==> src/rtl/wb_host_master_pkg.sv <==
`default_nettype none
// ------------------------------------------------------------------------
// wb_host_pkg: shared types and default widths for the Wishbone host master
// Revision: 1.0
// ------------------------------------------------------------------------
package wb_host_pkg;

  localparam int WBH_ADDR_W_DEF  = 32;
  localparam int WBH_DATA_W_DEF  = 32;
  localparam int WBH_TIMEOUT_DEF = 255;

  typedef enum logic [1:0] {
    IDLE = 2'd0,
    BUS  = 2'd1,
    RESP = 2'd2
  } wbh_state_e;

endpackage
`default_nettype wire

==> src/rtl/wb_host_master_if.sv <==
`default_nettype none
// ------------------------------------------------------------------------
// wb_host_master_if: command/response stream plus Wishbone initiator bus
// Revision: 1.0
// ------------------------------------------------------------------------
interface wb_host_master_if
  import wb_host_pkg::*;
#(
  parameter int ADDR_W = WBH_ADDR_W_DEF,
  parameter int DATA_W = WBH_DATA_W_DEF
) ();

  logic                cmd_valid_i;
  logic                cmd_ready_o;
  logic                cmd_we_i;
  logic [ADDR_W-1:0]   cmd_adr_i;
  logic [DATA_W-1:0]   cmd_dat_i;
  logic [DATA_W/8-1:0] cmd_sel_i;

  logic                rsp_valid_o;
  logic                rsp_ready_i;
  logic [DATA_W-1:0]   rsp_dat_o;
  logic                rsp_err_o;

  logic                wbm_cyc_o;
  logic                wbm_stb_o;
  logic                wbm_we_o;
  logic [ADDR_W-1:0]   wbm_adr_o;
  logic [DATA_W-1:0]   wbm_dat_o;
  logic [DATA_W/8-1:0] wbm_sel_o;
  logic [DATA_W-1:0]   wbm_dat_i;
  logic                wbm_ack_i;

  // master = the host-master block; slave = the controller / bus side
  modport master (
    input  cmd_valid_i, cmd_we_i, cmd_adr_i, cmd_dat_i, cmd_sel_i,
    input  rsp_ready_i, wbm_dat_i, wbm_ack_i,
    output cmd_ready_o, rsp_valid_o, rsp_dat_o, rsp_err_o,
    output wbm_cyc_o, wbm_stb_o, wbm_we_o, wbm_adr_o, wbm_dat_o, wbm_sel_o
  );

  modport slave (
    output cmd_valid_i, cmd_we_i, cmd_adr_i, cmd_dat_i, cmd_sel_i,
    output rsp_ready_i, wbm_dat_i, wbm_ack_i,
    input  cmd_ready_o, rsp_valid_o, rsp_dat_o, rsp_err_o,
    input  wbm_cyc_o, wbm_stb_o, wbm_we_o, wbm_adr_o, wbm_dat_o, wbm_sel_o
  );

endinterface
`default_nettype wire

==> src/rtl/wb_host_master.sv <==
`default_nettype none
// ------------------------------------------------------------------------
// wb_host_master: Wishbone classic single-transfer initiator with watchdog
// Revision: 1.0
// ------------------------------------------------------------------------
module wb_host_master
  import wb_host_pkg::*;
#(
  parameter int ADDR_W  = WBH_ADDR_W_DEF,
  parameter int DATA_W  = WBH_DATA_W_DEF,
  parameter int TIMEOUT = WBH_TIMEOUT_DEF
) (
  input  logic             wb_clk_i,
  input  logic             wb_rst_ni,
  wb_host_master_if.master bus_if,
  output logic             busy_o
);

  localparam int              SEL_W   = DATA_W / 8;
  localparam int              WD_W    = $clog2(TIMEOUT + 1);
  localparam logic [WD_W-1:0] WD_LAST = WD_W'(TIMEOUT - 1);

  wbh_state_e        state_q, state_d;
  logic [WD_W-1:0]   wdog_q, wdog_d;
  logic              we_q, we_d;
  logic [ADDR_W-1:0] adr_q, adr_d;
  logic [DATA_W-1:0] dat_q, dat_d;
  logic [SEL_W-1:0]  sel_q, sel_d;
  logic [DATA_W-1:0] rsp_dat_q, rsp_dat_d;
  logic              rsp_err_q, rsp_err_d;
  logic              cyc_q, cyc_d;
  logic              cmd_ready_q, cmd_ready_d;
  logic              rsp_valid_q, rsp_valid_d;
  logic              busy_q, busy_d;

  logic w_accept, w_ack, w_expire;

  // Acceptance keys off the registered ready so nothing is taken the cycle after reset
  assign w_accept = (state_q == IDLE) && cmd_ready_q && bus_if.cmd_valid_i;
  assign w_ack    = (state_q == BUS) && bus_if.wbm_ack_i;
  assign w_expire = (state_q == BUS) && (wdog_q == WD_LAST);

  always_ff @(posedge wb_clk_i or negedge wb_rst_ni) begin
    if (!wb_rst_ni) begin
      state_q     <= IDLE;
      wdog_q      <= '0;
      we_q        <= 1'b0;
      adr_q       <= '0;
      dat_q       <= '0;
      sel_q       <= '0;
      rsp_dat_q   <= '0;
      rsp_err_q   <= 1'b0;
      cyc_q       <= 1'b0;
      cmd_ready_q <= 1'b0;
      rsp_valid_q <= 1'b0;
      busy_q      <= 1'b0;
    end else begin
      state_q     <= state_d;
      wdog_q      <= wdog_d;
      we_q        <= we_d;
      adr_q       <= adr_d;
      dat_q       <= dat_d;
      sel_q       <= sel_d;
      rsp_dat_q   <= rsp_dat_d;
      rsp_err_q   <= rsp_err_d;
      cyc_q       <= cyc_d;
      cmd_ready_q <= cmd_ready_d;
      rsp_valid_q <= rsp_valid_d;
      busy_q      <= busy_d;
    end
  end

  always_comb begin
    state_d = state_q;
    case (state_q)
      IDLE:    if (w_accept) state_d = BUS;
      BUS:     if (w_ack || w_expire) state_d = RESP;
      RESP:    if (bus_if.rsp_ready_i) state_d = IDLE;
      default: state_d = IDLE;
    endcase
  end

  // Outputs are registered, so their next values derive from state_d
  always_comb begin
    we_d        = we_q;
    adr_d       = adr_q;
    dat_d       = dat_q;
    sel_d       = sel_q;
    wdog_d      = wdog_q;
    rsp_dat_d   = rsp_dat_q;
    rsp_err_d   = rsp_err_q;

    if (w_accept) begin
      we_d   = bus_if.cmd_we_i;
      adr_d  = bus_if.cmd_adr_i;
      dat_d  = bus_if.cmd_dat_i;
      sel_d  = bus_if.cmd_sel_i;
      wdog_d = '0;
    end else if (state_q == BUS) begin
      wdog_d = wdog_q + WD_W'(1);
    end

    // Ack beats a simultaneous watchdog expiry
    if (w_ack) begin
      rsp_dat_d = we_q ? '0 : bus_if.wbm_dat_i;
      rsp_err_d = 1'b0;
    end else if (w_expire) begin
      rsp_dat_d = '0;
      rsp_err_d = 1'b1;
    end

    cyc_d       = (state_d == BUS);
    cmd_ready_d = (state_d == IDLE);
    rsp_valid_d = (state_d == RESP);
    busy_d      = (state_d != IDLE);
  end

  assign bus_if.cmd_ready_o = cmd_ready_q;
  assign bus_if.rsp_valid_o = rsp_valid_q;
  assign bus_if.rsp_dat_o   = rsp_dat_q;
  assign bus_if.rsp_err_o   = rsp_err_q;
  assign bus_if.wbm_cyc_o   = cyc_q;
  assign bus_if.wbm_stb_o   = cyc_q;
  assign bus_if.wbm_we_o    = we_q;
  assign bus_if.wbm_adr_o   = adr_q;
  assign bus_if.wbm_dat_o   = dat_q;
  assign bus_if.wbm_sel_o   = sel_q;
  assign busy_o             = busy_q;

endmodule
`default_nettype wire

==> src/flat_wrapper.sv <==
// flat-port wrapper written by rule: the top's interface ports become plain ports
module wb_host_master_flat import wb_host_pkg::*;
#(
  parameter int ADDR_W  = WBH_ADDR_W_DEF,
  parameter int DATA_W  = WBH_DATA_W_DEF,
  parameter int TIMEOUT = WBH_TIMEOUT_DEF
)
  (wb_clk_i, wb_rst_ni, busy_o, bus_if_cmd_valid_i, bus_if_cmd_we_i, bus_if_cmd_adr_i, bus_if_cmd_dat_i, bus_if_cmd_sel_i, bus_if_rsp_ready_i, bus_if_wbm_dat_i, bus_if_wbm_ack_i, bus_if_cmd_ready_o, bus_if_rsp_valid_o, bus_if_rsp_dat_o, bus_if_rsp_err_o, bus_if_wbm_cyc_o, bus_if_wbm_stb_o, bus_if_wbm_we_o, bus_if_wbm_adr_o, bus_if_wbm_dat_o, bus_if_wbm_sel_o);
  wb_host_master_if #(.ADDR_W(ADDR_W), .DATA_W(DATA_W)) bus_if_i ();
  input  logic wb_clk_i;
  input  logic wb_rst_ni;
  output logic busy_o;
  input wire logic [$bits(bus_if_i.cmd_valid_i)-1:0] bus_if_cmd_valid_i;
  input wire logic [$bits(bus_if_i.cmd_we_i)-1:0] bus_if_cmd_we_i;
  input wire logic [$bits(bus_if_i.cmd_adr_i)-1:0] bus_if_cmd_adr_i;
  input wire logic [$bits(bus_if_i.cmd_dat_i)-1:0] bus_if_cmd_dat_i;
  input wire logic [$bits(bus_if_i.cmd_sel_i)-1:0] bus_if_cmd_sel_i;
  input wire logic [$bits(bus_if_i.rsp_ready_i)-1:0] bus_if_rsp_ready_i;
  input wire logic [$bits(bus_if_i.wbm_dat_i)-1:0] bus_if_wbm_dat_i;
  input wire logic [$bits(bus_if_i.wbm_ack_i)-1:0] bus_if_wbm_ack_i;
  output wire logic [$bits(bus_if_i.cmd_ready_o)-1:0] bus_if_cmd_ready_o;
  output wire logic [$bits(bus_if_i.rsp_valid_o)-1:0] bus_if_rsp_valid_o;
  output wire logic [$bits(bus_if_i.rsp_dat_o)-1:0] bus_if_rsp_dat_o;
  output wire logic [$bits(bus_if_i.rsp_err_o)-1:0] bus_if_rsp_err_o;
  output wire logic [$bits(bus_if_i.wbm_cyc_o)-1:0] bus_if_wbm_cyc_o;
  output wire logic [$bits(bus_if_i.wbm_stb_o)-1:0] bus_if_wbm_stb_o;
  output wire logic [$bits(bus_if_i.wbm_we_o)-1:0] bus_if_wbm_we_o;
  output wire logic [$bits(bus_if_i.wbm_adr_o)-1:0] bus_if_wbm_adr_o;
  output wire logic [$bits(bus_if_i.wbm_dat_o)-1:0] bus_if_wbm_dat_o;
  output wire logic [$bits(bus_if_i.wbm_sel_o)-1:0] bus_if_wbm_sel_o;
  assign bus_if_i.cmd_valid_i = bus_if_cmd_valid_i;
  assign bus_if_i.cmd_we_i = bus_if_cmd_we_i;
  assign bus_if_i.cmd_adr_i = bus_if_cmd_adr_i;
  assign bus_if_i.cmd_dat_i = bus_if_cmd_dat_i;
  assign bus_if_i.cmd_sel_i = bus_if_cmd_sel_i;
  assign bus_if_i.rsp_ready_i = bus_if_rsp_ready_i;
  assign bus_if_i.wbm_dat_i = bus_if_wbm_dat_i;
  assign bus_if_i.wbm_ack_i = bus_if_wbm_ack_i;
  assign bus_if_cmd_ready_o = bus_if_i.cmd_ready_o;
  assign bus_if_rsp_valid_o = bus_if_i.rsp_valid_o;
  assign bus_if_rsp_dat_o = bus_if_i.rsp_dat_o;
  assign bus_if_rsp_err_o = bus_if_i.rsp_err_o;
  assign bus_if_wbm_cyc_o = bus_if_i.wbm_cyc_o;
  assign bus_if_wbm_stb_o = bus_if_i.wbm_stb_o;
  assign bus_if_wbm_we_o = bus_if_i.wbm_we_o;
  assign bus_if_wbm_adr_o = bus_if_i.wbm_adr_o;
  assign bus_if_wbm_dat_o = bus_if_i.wbm_dat_o;
  assign bus_if_wbm_sel_o = bus_if_i.wbm_sel_o;
  wb_host_master #(.ADDR_W(ADDR_W), .DATA_W(DATA_W), .TIMEOUT(TIMEOUT)) u_core (.wb_clk_i(wb_clk_i), .wb_rst_ni(wb_rst_ni), .bus_if(bus_if_i), .busy_o(busy_o));
endmodule
==> config.mk <==
export PLATFORM = sky130hd
export DESIGN_NAME = wb_host_master_flat
export DESIGN_NICKNAME = d
export VERILOG_FILES = /design/src/rtl/wb_host_master_pkg.sv /design/src/rtl/wb_host_master_if.sv /design/src/rtl/wb_host_master.sv /design/src/flat_wrapper.sv
export SDC_FILE = /design/constraint.sdc
export NUM_CORES = 1
export LEC_CHECK = 0
export BUFFER_PORTS_ARGS = -buffer_cell sky130_fd_sc_hd__buf_2
export CORE_UTILIZATION = 49
export CTS_BUF_LIST = sky130_fd_sc_hd__clkbuf_2
export CTS_CLUSTER_SIZE = 14
export DETAILED_ROUTE_END_ITERATION = 10
export PLACE_DENSITY = 0.88
export SLEW_MARGIN = 20
export SYNTH_ARGS = -nofsm -noshare
export SYNTH_HDL_FRONTEND = slang
export SYNTH_SLANG_ARGS = --single-unit
==> constraint.sdc <==
create_clock -name wb_clk_i -period 1.9 [get_ports wb_clk_i]
set_input_delay 0.19 -clock wb_clk_i [delete_from_list [all_inputs] [get_ports wb_clk_i]]
set_output_delay 0.19 -clock wb_clk_i [all_outputs]
set_load 0.05 [all_outputs]
Word-level counts from Yosys, hierarchy flattened
Index checks and enable logic that the tools add are counted.

Reductions and logical operators: 10. Order comparisons: 0. Divide/modulo/power cells: 0. Shift-type cells: 0. Multipliers: 0. Equality and inequality tests: 5. Muxes and demuxes: 11. Bitwise logic cells: 0. $add $sub $neg: 1.

Operators by type and width (count): 2-to-1 mux 32 bit (3); 2-to-1 mux 8 bit (2); adder 8 x 1 -> 8 bit, second input constant (1); == test 8 bit, second input constant (1); 2-to-1 mux 2 bit (3); one-hot mux 2 bit (3 select lines) (1); nonzero test 2 bit (3); == test 2 x 1 -> 1 bit, second input constant (2); == test 2 bit, second input constant (2); logical AND 1 bit (4); logical NOT 2 bit (2); 2-to-1 mux 1 bit (2); logical OR 1 bit (1).

Register bits after elaboration: 116. RAM bits: 0. Logic and storage cells: 39. Memories kept: 0. ROM bits: 0. Bits of input ports: 106. Output and inout port bits: 107. Bits in latches: 0.

Logic depth before layout (Yosys ltp)
Depth in word-level cells: 6. Mapped depth: 6. Depth with buffers taken out: 5.

Least setup slack after synthesis
OpenSTA, ideal clock, no wires.

Kind: reg2reg. From: register u_core.cmd_ready_q, in the netlist u_core.bus_if.cmd_ready_o. To: register u_core.adr_q[0], in the netlist u_core.bus_if.wbm_adr_o[0]. Data arrival time: 1535 ps. Period minus slack after synthesis: 1660 ps. Buffers on the path: 2. Slack: 240 ps. Setup time: 125 ps. Data required time: 1775 ps. Cell stages (with the launch flop): 5. Path through: dfrtp_1 > and4bb_1 > buf_2 > buf_6 > mux2_4.

Cells in the longest elaborated chain, start to end: 2.

RTL lines: from (decl) (line wb_host_master.sv:32) `logic cmd_ready_q, cmd_ready_d;`; from (signal assigned) (line wb_host_master.sv:67) `cmd_ready_q <= cmd_ready_d;`; logical AND 1 bit (2 in series) (line wb_host_master.sv:39) `assign w_accept = (state_q == IDLE) && cmd_ready_q && bus_if.cmd_valid_i;`; to (signal assigned) (line wb_host_master.sv:61) `adr_q <= adr_d;`; to (decl) (line wb_host_master.sv:26) `logic [ADDR_W-1:0] adr_q, adr_d;`.

Every way passes these cells. A chain may end at the register's enable or synchronous reset.

Worst setup path after layout
From: register u_core.wdog_q[0]. To: register u_core.rsp_dat_q[11], in the netlist u_core.bus_if.rsp_dat_o[11].

Cells in the longest elaborated chain, start to end: 3.

RTL lines: from (decl) (line wb_host_master.sv:24) `logic [WD_W-1:0] wdog_q, wdog_d;`; from (signal assigned) (line wb_host_master.sv:59) `wdog_q <= wdog_d;`; == test 8 bit (line wb_host_master.sv:41) `assign w_expire = (state_q == BUS) && (wdog_q == WD_LAST);`; logical AND 1 bit (line wb_host_master.sv:41); nonzero test 2 bit (no source line); to (signal assigned) (line wb_host_master.sv:64) `rsp_dat_q <= rsp_dat_d;`; to (decl) (line wb_host_master.sv:29) `logic [DATA_W-1:0] rsp_dat_q, rsp_dat_d;`.

Every way passes these cells.

==> impl_results.md <==
* Status: completed
* Synthesized instance count at 318
* CP Capture Type: flip-flop
* Avg Inst Size Synth at 15.52 um2
* Post-DP HPWL at 8011 um
* Initial antenna violation count at 0
* Remaining DRCs at 0
* Synthesized flop and latch total at 116
* Synth unique cells at 34
* Via Count at 4,069
* YS warnings at 0
* Full die area at 10,480 um2
* Layout overhead on the synthesized area at 51.23%
* Final setup fails at 0
* H-tree level count at 4
* Die span in x at 102.4 um
* Final Hold Viols at 0
* Crit-path cells: inv_1 -> ha_1 -> and3_1 -> a21oi_2 -> buf_12 -> a221o_1
* Pre-antenna DRT Iters at 5
* Reg2Reg Depth at 6
* Vias per cell at 5.177
* Async set-reset flop share out of synthesis at 100.0%
* Period Utilization, post-route at 87.38%
* WP data arrival at 2.20 ns
* PortBufs at 212
* Std cell rows at 36
* Vias in the first global route at 4,219
* Final Critical Period at 1.660 ns
* Area taken by flip-flops and latches at 2903 um2
* Max-slew violation count at 0
* Root buffer cell: clkbuf_2
* Multi-input logic area at 1864 um2
* GR Util All Layers at 28.00%
* Pleak at 0.003598 uW
* CP bufs+invs at 2
* Peak Freq at 602.3 MHz
* Crit Path Max Fanout at 35
* EDFF count, synth at 0
* Die Y at 102.4 um
* CTS buffer count at 17
* CTS Hold Buffers Added at 105
* Max-Cap Viols at 0
* Critical Path RT at 2.44 ns
* RSZ-0062 raised after global routing: no
* Total core area at 9774 um2
* Top_reg_cell synth: dfrtp_1
* Initial core utilization at 50.50%
* Worst skew pair latency at 0.64 ns
* Max-slew headroom at 44.12%
* Largest net degree at the start of global routing at 58
* Commonest non-fill, non-tap cell in the layout: buf_2
* Non-filler instance count after layout at 786
* Worst Tran Pin Value at 0.8355 ns
* Worst vdd ir at 0.001253 V
* Worst path depth at 6
* Post-synthesis sequential area ratio at 58.81%
* Sum Neg Setup Slack at 0 ns
* Placed Cells at 650
* Hold Crit Class: in -> async
* Synthesized cell area at 4936 um2
* Max incr delay on CP at 0.45 ns
* Initial drt markers at 191
* Routed len/inst at 18.44 um
* Most frequent cells in the layout: 211 x buf_2, 116 x dfrtp_1, 105 x dlygate4sd3_1
* First-pass GRT wire length at 21,420 um
* # diodes at 0
* Final WL at 14,500 um
* CP max-delay cell: dfrtp_1
* CTS tree: built
* Routed Antenna Nets at 0
* Worst-case hold slack at 0.09298 ns
* Worst setup SP type: flip-flop
* Layout cells sized above 1 at 48.85%
* CP delay by family, top: compound AO/OA/AOI/OAI gates
* CTS resizes at 0
* Routability cong. at 0.7628
* Number of post-CTS setup repair buffers at 0
* CTS sink cnt at 116
* Crit Path Class: reg -> reg
* Worst-path clk slew at 0.17 ns
* Fillers at 576
* Fin nets at 749
* IO Count at 213
* Clock Path Buffers at 2
* GRT Residual Overflow at 0
* Cell Pwr Density at 2019 nW/um2
* Syn_nets at 426
* Worst Clk Skew at 0.01506 ns
[cells in the mapped netlist (2+ instances only)]
cell type / count / share of area, %
nor2_1: 3 / 0.23
dfrtp_1: 116 / 59
clkbuf_1: 4 / 0.30
or3_1: 4 / 0.51
a221o_1: 32 / 6.5
a21o_1: 2 / 0.30
nand2_1: 4 / 0.30
ha_1: 2 / 0.51
and2_1: 32 / 4.1
buf_4: 4 / 0.61
mux2_4: 69 / 21
o21ai_0: 6 / 0.61
buf_2: 2 / 0.20
inv_1: 3 / 0.23
a21oi_1: 7 / 0.71
buf_6: 10 / 2.3
[report_power, final]
group	leakage [uW]	total (uW)	internal (uW)	switching, uW
registers	0.00134	4390	3610	782
logic	0.00208	8680	2990	5690
clock network	0.000174	2010	1100	901
total	0.00360	15100	7700	7370
[state kept, by name (all words and copies together), names as in the netlist]
signal                     cells
u_core.bus_if.cmd_ready_o      1
u_core.bus_if.rsp_dat_o       32
u_core.bus_if.rsp_err_o        1
u_core.bus_if.rsp_valid_o      1
u_core.bus_if.wbm_adr_o       32
u_core.bus_if.wbm_cyc_o        1
u_core.bus_if.wbm_dat_o       32
u_core.bus_if.wbm_sel_o        4
u_core.bus_if.wbm_we_o         1
u_core.busy_o                  1
u_core.state_q                 2
u_core.wdog_q                  8
[stage by stage]
stage / total power (uW) / utilization [%] / area [um2] / worst slack (ns)
6_report: 15070 / 76.37 / 7465 / 0.2398
3_3_place_gp: 12530 / 62.52 / 6111 / 0.3378
5_1_grt: 15730 / 76.37 / 7465 / 0.1926
4_1_cts: 14960 / 76.37 / 7465 / 0.2456
2_1_floorplan: 10940 / - / 4936 / 0.2398
3_5_place_dp: 12750 / 62.52 / 6111 / 0.2989
[worst register-to-register path, stage by stage, from the launching register on]
cell     delay [ns]
dfrtp_1        0.45
inv_1          0.10
ha_1           0.15
and3_1         0.20
a21oi_2        0.09
buf_12         0.18
a221o_1        0.40
[per-layer routing]
layer	GRT usage, %	routed length (um)
met1	31.07	5435
met2	49.61	7627
met3	8.687	1132
met4	11.98	301
met5	0	0
[final timing paths]
| path | from | to | slack, ns |
|---|---|---|---|
| setup / recovery | u_core.wdog_q[0] | u_core.bus_if.rsp_dat_o[11] | 0.24 |
| hold / removal | wb_rst_ni | u_core.bus_if.wbm_dat_o[7] | 0.09 |
| setup reg to reg | u_core.wdog_q[0] | u_core.bus_if.rsp_dat_o[11] | 0.24 |
| hold reg to reg | u_core.bus_if.wbm_adr_o[11] | u_core.bus_if.wbm_adr_o[11] | 0.53 |
| max in group asynchronous | wb_rst_ni | u_core.bus_if.rsp_dat_o[23] | 0.62 |
| min in group wb_clk_i | bus_if_cmd_valid_i | u_core.wdog_q[2] | 0.21 |
[cell families after synthesis]
kind of cell               synth area share, %
AOI/OAI and AO/OA                        8.720
xor gates and xnor gates                0.1775
adders and majority gates               0.5069
buffers and inverters                    3.625
DFF                                      58.81
muxes                                    20.99
and+or+nand+nor                          7.174
[layout make-up]
cell class	count	share of cell area [%]
repair buffers	324	29.70
clock buffers	18	1.207
flip-flops and latches	116	38.89
inverters	3	0.1509
multi-input cells	179	24.97
clock inverters	13	2.849
well taps	133	2.229
No activity file was read; power rests on OpenSTA's default activity.
